$ cat config.mk
export PLATFORM = sky130hd
export DESIGN_NAME = pipeline_ctrl_flat
export DESIGN_NICKNAME = d
export VERILOG_FILES = /design/src/rtl/pipeline_ctrl_pkg.sv /design/src/rtl/pipeline_ctrl_if.sv /design/src/rtl/hazard_detect.sv /design/src/rtl/pipeline_ctrl.sv /design/src/flat_wrapper.sv
export SDC_FILE = /design/constraint.sdc
export NUM_CORES = 1
export LEC_CHECK = 0
export ABC_AREA = 1
export BUFFER_PORTS_ARGS = -buffer_cell sky130_fd_sc_hd__buf_2
export CAP_MARGIN = 0
export CORE_MARGIN = 4
export CORE_UTILIZATION = 40
export DETAILED_ROUTE_END_ITERATION = 16
export PLACE_DENSITY = 0.66
export SLEW_MARGIN = 20
export SYNTH_ARGS = -nofsm -noshare
export SYNTH_HDL_FRONTEND = slang
export SYNTH_SLANG_ARGS = --single-unit
$ cat constraint.sdc
create_clock -name clk -period 5.77 [get_ports clk]
set_input_delay 1.4425 -clock clk [delete_from_list [all_inputs] [get_ports clk]]
set_output_delay 1.4425 -clock clk [all_outputs]
set_load 0.03 [all_outputs]
$ cat src/rtl/pipeline_ctrl_pkg.sv
// Shared pipeline definitions: stall-vector bit positions, the four legal
// stall patterns, and the multi-cycle FSM state encoding.
package pipeline_ctrl_pkg;

  // Bit positions inside the 6-bit stage hold vector.
  localparam int unsigned STG_PC  = 0;
  localparam int unsigned STG_IF  = 1;
  localparam int unsigned STG_ID  = 2;
  localparam int unsigned STG_EX  = 3;
  localparam int unsigned STG_MEM = 4;
  localparam int unsigned STG_WB  = 5;
  localparam int unsigned STALL_W = 6;

  // The only values the stall vector may ever take.
  localparam logic [STALL_W-1:0] STALL_NONE = 6'b000000;
  localparam logic [STALL_W-1:0] STALL_ID   = 6'b000111;
  localparam logic [STALL_W-1:0] STALL_EX   = 6'b001111;
  localparam logic [STALL_W-1:0] STALL_MEM  = 6'b011111;

  // Multi-cycle FSM encoding.
  typedef logic [0:0] state_t;
  localparam state_t ST_IDLE    = 1'b0;
  localparam state_t ST_MC_BUSY = 1'b1;

endpackage

$ cat src/rtl/pipeline_ctrl_if.sv
// Pipeline control bus: hazard/multi-cycle/memory status from the datapath
// toward the controller, and the stall/flush/busy controls back.
//   master : datapath side (drives status, receives controls)
//   slave  : pipeline_ctrl side
interface pipeline_ctrl_if
  import pipeline_ctrl_pkg::*;
#(
  parameter int MC_CNT_W = 6,
  parameter int REG_W    = 5
);
  logic [REG_W-1:0]    id_rs;
  logic [REG_W-1:0]    id_rt;
  logic                ex_mem_read;
  logic [REG_W-1:0]    ex_rd;
  logic                ex_mc_start;
  logic [MC_CNT_W-1:0] ex_mc_cycles;
  logic                mem_stallreq;
  logic                branch_taken;
  logic [STALL_W-1:0]  stall;
  logic                flush;
  logic                mc_busy;

  modport master (
    output id_rs, id_rt, ex_mem_read, ex_rd, ex_mc_start, ex_mc_cycles,
           mem_stallreq, branch_taken,
    input  stall, flush, mc_busy
  );

  modport slave (
    input  id_rs, id_rt, ex_mem_read, ex_rd, ex_mc_start, ex_mc_cycles,
           mem_stallreq, branch_taken,
    output stall, flush, mc_busy
  );
endinterface

$ cat src/rtl/hazard_detect.sv
// Load-use hazard comparator: a load in EX whose destination (non-zero)
// is a source of the instruction currently in ID.
//   ex_mem_read, ex_rd : load flag and destination of the EX instruction
//   id_rs, id_rt       : sources of the ID instruction
//   load_use           : hazard present
module hazard_detect #(
  parameter int REG_W = 5
) (
  input  logic             ex_mem_read,
  input  logic [REG_W-1:0] ex_rd,
  input  logic [REG_W-1:0] id_rs,
  input  logic [REG_W-1:0] id_rt,
  output logic             load_use
);
  // Register 0 is hard-wired, so a load into it never creates a hazard.
  assign load_use = ex_mem_read && (ex_rd != '0) && ((ex_rd == id_rs) || (ex_rd == id_rt));
endmodule

$ cat src/rtl/pipeline_ctrl.sv
// Pipeline hazard/stall controller.
//   clk, reset : clock and synchronous active-high reset
//   bus        : status inputs (load-use operands, multi-cycle start,
//                memory stall, taken branch) and control outputs
//                (stall vector, flush, mc_busy)
// Stall priority: memory > multi-cycle EX > load-use > none.
module pipeline_ctrl
  import pipeline_ctrl_pkg::*;
#(
  parameter int MC_CNT_W = 6,
  parameter int REG_W    = 5
) (
  input  logic            clk,
  input  logic            reset,
  pipeline_ctrl_if.slave  bus
);

  state_t              state_q, state_d;
  logic [MC_CNT_W-1:0] mc_cnt_q, mc_cnt_d;
  logic                load_use;
  logic                mc_go;
  logic [STALL_W-1:0]  stall;

  hazard_detect #(
    .REG_W (REG_W)
  ) u_hazard_detect (
    .ex_mem_read (bus.ex_mem_read),
    .ex_rd       (bus.ex_rd),
    .id_rs       (bus.id_rs),
    .id_rt       (bus.id_rt),
    .load_use    (load_use)
  );

  // Operations of 0 or 1 cycles complete in the normal EX slot.
  assign mc_go = (state_q == ST_IDLE) && bus.ex_mc_start &&
                 (bus.ex_mc_cycles >= MC_CNT_W'(2));

  always_comb begin
    stall = STALL_NONE;
    if (reset) begin
      stall = STALL_NONE;
    end else if (bus.mem_stallreq) begin
      stall = STALL_MEM;
    end else if ((state_q == ST_MC_BUSY) || mc_go) begin
      stall = STALL_EX;
    end else if (load_use && !bus.branch_taken) begin
      // A taken branch flushes the ID instruction, so its hazard is moot.
      stall = STALL_ID;
    end
  end

  assign bus.stall   = stall;
  // A branch held in EX waits and flushes in the cycle it is released.
  assign bus.flush   = !reset && bus.branch_taken && !stall[STG_EX];
  assign bus.mc_busy = (state_q == ST_MC_BUSY);

  always_comb begin
    state_d  = state_q;
    mc_cnt_d = mc_cnt_q;
    if (state_q == ST_IDLE) begin
      if (mc_go) begin
        state_d  = ST_MC_BUSY;
        mc_cnt_d = bus.ex_mc_cycles - MC_CNT_W'(1);
      end
    end else begin
      // Counts down regardless of MEM stalls; new starts are ignored.
      if (mc_cnt_q == MC_CNT_W'(1)) begin
        state_d  = ST_IDLE;
        mc_cnt_d = '0;
      end else begin
        mc_cnt_d = mc_cnt_q - MC_CNT_W'(1);
      end
    end
  end

  always_ff @(posedge clk) begin
    if (reset) begin
      state_q  <= ST_IDLE;
      mc_cnt_q <= '0;
    end else begin
      state_q  <= state_d;
      mc_cnt_q <= mc_cnt_d;
    end
  end

endmodule

$ cat src/flat_wrapper.sv
// flat-port wrapper written by rule: the top's interface ports become plain ports
module pipeline_ctrl_flat import pipeline_ctrl_pkg::*;
#(
  parameter int MC_CNT_W = 6,
  parameter int REG_W    = 5
)
  (clk, reset, bus_id_rs, bus_id_rt, bus_ex_mem_read, bus_ex_rd, bus_ex_mc_start, bus_ex_mc_cycles, bus_mem_stallreq, bus_branch_taken, bus_stall, bus_flush, bus_mc_busy);
  pipeline_ctrl_if #(.MC_CNT_W(MC_CNT_W), .REG_W(REG_W)) bus_i ();
  input  logic clk;
  input  logic reset;
  input wire logic [$bits(bus_i.id_rs)-1:0] bus_id_rs;
  input wire logic [$bits(bus_i.id_rt)-1:0] bus_id_rt;
  input wire logic [$bits(bus_i.ex_mem_read)-1:0] bus_ex_mem_read;
  input wire logic [$bits(bus_i.ex_rd)-1:0] bus_ex_rd;
  input wire logic [$bits(bus_i.ex_mc_start)-1:0] bus_ex_mc_start;
  input wire logic [$bits(bus_i.ex_mc_cycles)-1:0] bus_ex_mc_cycles;
  input wire logic [$bits(bus_i.mem_stallreq)-1:0] bus_mem_stallreq;
  input wire logic [$bits(bus_i.branch_taken)-1:0] bus_branch_taken;
  output wire logic [$bits(bus_i.stall)-1:0] bus_stall;
  output wire logic [$bits(bus_i.flush)-1:0] bus_flush;
  output wire logic [$bits(bus_i.mc_busy)-1:0] bus_mc_busy;
  assign bus_i.id_rs = bus_id_rs;
  assign bus_i.id_rt = bus_id_rt;
  assign bus_i.ex_mem_read = bus_ex_mem_read;
  assign bus_i.ex_rd = bus_ex_rd;
  assign bus_i.ex_mc_start = bus_ex_mc_start;
  assign bus_i.ex_mc_cycles = bus_ex_mc_cycles;
  assign bus_i.mem_stallreq = bus_mem_stallreq;
  assign bus_i.branch_taken = bus_branch_taken;
  assign bus_stall = bus_i.stall;
  assign bus_flush = bus_i.flush;
  assign bus_mc_busy = bus_i.mc_busy;
  pipeline_ctrl #(.MC_CNT_W(MC_CNT_W), .REG_W(REG_W)) u_core (.clk(clk), .reset(reset), .bus(bus_i));
endmodule
==> flow_metrics.env <==
export IMPL_layout_nets=201
export IMPL_antenna_cells=0
export IMPL_setup_slack_ns=1.67
export IMPL_dieHeight_um=53.9
export IMPL_post_route_util_pct=52.8
export IMPL_place_worst_setup_slack_ns=1.67
export IMPL_dr_pass1_iters=4
export IMPL_maxCapViolCount=0
export IMPL_rr_worst_depth=8
export IMPL_worstPathArrival_ns=2.66
export IMPL_hold_path_depth=2
export IMPL_hold_path_class="register to register"
export IMPL_irDropWorstVdd_mv=0.125
export IMPL_ys_types=26
export IMPL_synthAdderAreaFrac_pct=5.93
export IMPL_yosys_warnings=0
export IMPL_num_vias=868
export IMPL_start_util_pct=42.6
export IMPL_postSynthCellCount=135
export IMPL_critPathKind="input pin to output pin"
export IMPL_root_buffer="clkbuf_4"
export IMPL_syn_avg_cell_area_um2=6.25
export IMPL_swShare_pct=41.8
export IMPL_final_min_clock_period_ns=4.10
export IMPL_numCtsBuffers=3
export IMPL_crit_required_ns=4.33
export IMPL_clkPwrFrac_pct=22.9
export IMPL_p_seq_share_pct=30.5
export IMPL_min_to="u_core.mc_cnt_q[1]"
export IMPL_internal_power_mw=0.116
export IMPL_min_delay_start="u_core.mc_cnt_q[1]"
export IMPL_fmax_ghz=0.244
export IMPL_grtUsageTotal_pct=15.0
export IMPL_clock_path_buffers=2
export IMPL_globalplace_congestion=0.852
export IMPL_maxSlewViolCount=0
export IMPL_cts_tree="built"
export IMPL_holdBufCountCts=0
export IMPL_p_comb_share_pct=46.6
export IMPL_insertion_delay_ns=0.26
export IMPL_power_leakage_nw=0.598
export IMPL_synthXorXnorAreaFrac_pct=13.5
export IMPL_std_cell_rows=16
export IMPL_critical_path_max_fanout=9
export IMPL_n_fill_cell=204
export IMPL_viasPerCell=4.43
export IMPL_setup_tns_final_ns=0
export IMPL_synthSimpleGateAreaFrac_pct=40.7
export IMPL_reg2reg_slack_ns=4.53
export IMPL_fp_coreArea_mm2=0.00198
export IMPL_finalCritPeriodShare_pct=71.1
export IMPL_die_area_mm2=0.00291
export IMPL_die_w_um=53.9
export IMPL_postCtsResizedCells=0
export IMPL_synth_top_family_by_area="simple AND/OR/NAND/NOR gates"
export IMPL_hold_viol=0
export IMPL_io_pin_count=35
export IMPL_rsz0062_at_grt="false"
export IMPL_power_density_mw_per_mm2=191
export IMPL_clock_skew_ns=0.000597
export IMPL_wl_um=1850
export IMPL_synth_compound_area_share_pct=7.27
export IMPL_antenna_found_initial=0
export IMPL_muxShareOfSynthArea_pct=0
export IMPL_wl_per_cell_um=9.42
export IMPL_drc=0
export IMPL_mostFrequentLayoutCell="buf_2"
export IMPL_grt_pass1_vias=791
export IMPL_p_switching_mw=0.0837
export IMPL_worstReg2RegStart="u_core.mc_cnt_q[0]"
export IMPL_mostFrequentLayoutCells="buf_2, inv_1, nand2_1, nor2_1, nand3_1"
export IMPL_dr_first_iter_drc_count=26
export IMPL_dpl_hpwl_um=1670
export IMPL_overflow=0
export IMPL_clk_pin_slew_worst_paths_ns=0.05
export IMPL_cp_end_kind="output pin"
export IMPL_yosysSeqAreaShare_pct=16.6
export IMPL_grt_pass1_wl_um=3220
export IMPL_syn_nets=166
export IMPL_cts_setup_buffers=0
export IMPL_r2r_end="u_core.mc_cnt_q[4]"
export IMPL_htree_levels=1
export IMPL_drtAntennaViolNets=0
export IMPL_status="finished, final reports clean"
export IMPL_area_growth_pct=24.2
export IMPL_setup_viol=0
export IMPL_cts_num_sinks=7
export IMPL_synthesis_area_um2=843
export IMPL_io_buffer_count=33
export IMPL_ys_seq_elements=7
export IMPL_drive_above_1_share_pct=29.0
export IMPL_startpoint_type="input pin"
export IMPL_grt_max_degree=11
## registers in the layout, indices dropped and copies added (netlist names)
register / count
u_core.mc_cnt_q: 6
u_core.bus.mc_busy: 1
## worst max path at each step
| stage | startpoint | end | slack, ns | cells after the start |
|---|---|---|---|---|
| final | bus_ex_mc_cycles[0] | bus_stall[2] | 1.67 | 10 |
| after detailed placement | bus_ex_mc_cycles[0] | bus_stall[2] | 1.67 | 10 |
| after global routing | bus_ex_mc_cycles[0] | bus_flush | 1.55 | 9 |
| after global placement | bus_ex_mc_cycles[0] | bus_stall[1] | 1.72 | 10 |
| after floorplan | bus_ex_mc_cycles[0] | bus_stall[1] | 1.62 | 9 |
| after CTS | bus_ex_mc_cycles[0] | bus_stall[2] | 1.67 | 10 |
## cell usage after synthesis, drive strengths merged
cell type	n	share of area, %
nand4	3	2.2
buf	3	2.7
conb	1	0.44
nor3	1	0.59
nand3	17	11
xnor2	3	3.1
dfxtp	7	17
nor2	21	11
nor4	1	1.5
a21oi	3	2.2
nand2	27	15
ha	4	5.9
xor2	10	10
o21ai	7	5.0
clkinv	1	1.0
inv	26	12
## power groups by stage
| stage | Sequential, mW | Combinational (mW) | Clock, mW |
|---|---|---|---|
| 2_1_floorplan | 0.0618 | 0.0682 | 0 |
| 3_3_place_gp | 0.0619 | 0.0929 | 0 |
| 3_5_place_dp | 0.0622 | 0.0938 | 0 |
| 4_1_cts | 0.0611 | 0.0941 | 0.0482 |
| 5_1_grt | 0.0621 | 0.107 | 0.0516 |
| 6_report | 0.0610 | 0.0933 | 0.0459 |
## stage by stage
stage          std cells  power, mW  instance area (um2)  hold WS, ns
6_report             196      0.200                 1050        0.477
4_1_cts              196      0.203                 1050        0.483
3_3_place_gp         192      0.155                 1020        0.478
2_1_floorplan        135      0.130                  843        0.451
5_1_grt              196      0.220                 1050        0.501
3_5_place_dp         192      0.156                 1020        0.472
## area by class of cell
type | count | area (um2) | area share [%]
inverter | 27 | 109 | 10.4
multi-input combinational | 98 | 572 | 54.6
clock inverter | 1 | 5.00 | 0.478
sequential | 7 | 140 | 13.4
timing repair buffer | 33 | 165 | 15.8
clock buffer | 3 | 22.5 | 2.15
tap | 27 | 33.8 | 3.23
## per-layer routing
metal  wire, um  part of all wire, %  vias to the layer above  track usage, %
li1           -                    -                      482               -
met1        825                   45                      369            20.5
met2        917                   50                       14            22.4
met3         94                  5.1                        3            4.99
met4         10                 0.54                        0            3.83
met5          0                    0                        -               0
## critical path, stage by stage
cell	delay, ns
buf_2	0.07
inv_1	0.09
ha_1	0.21
nor2_1	0.11
nand3_2	0.11
nand2_4	0.12
nand2_8	0.09
o21ai_2	0.13
nand2_1	0.09
buf_2	0.18
## logic make-up after synthesis
| kind of cell | Yosys count |
|---|---|
| AOI/OAI and AO/OA | 10 |
| DFF | 7 |
| and+or+nand+nor | 70 |
| adders and majority gates | 4 |
| xor gates and xnor gates | 13 |
| buffers and inverters | 30 |
| other | 1 |
Note: power is estimated with default switching activity, not from simulation.
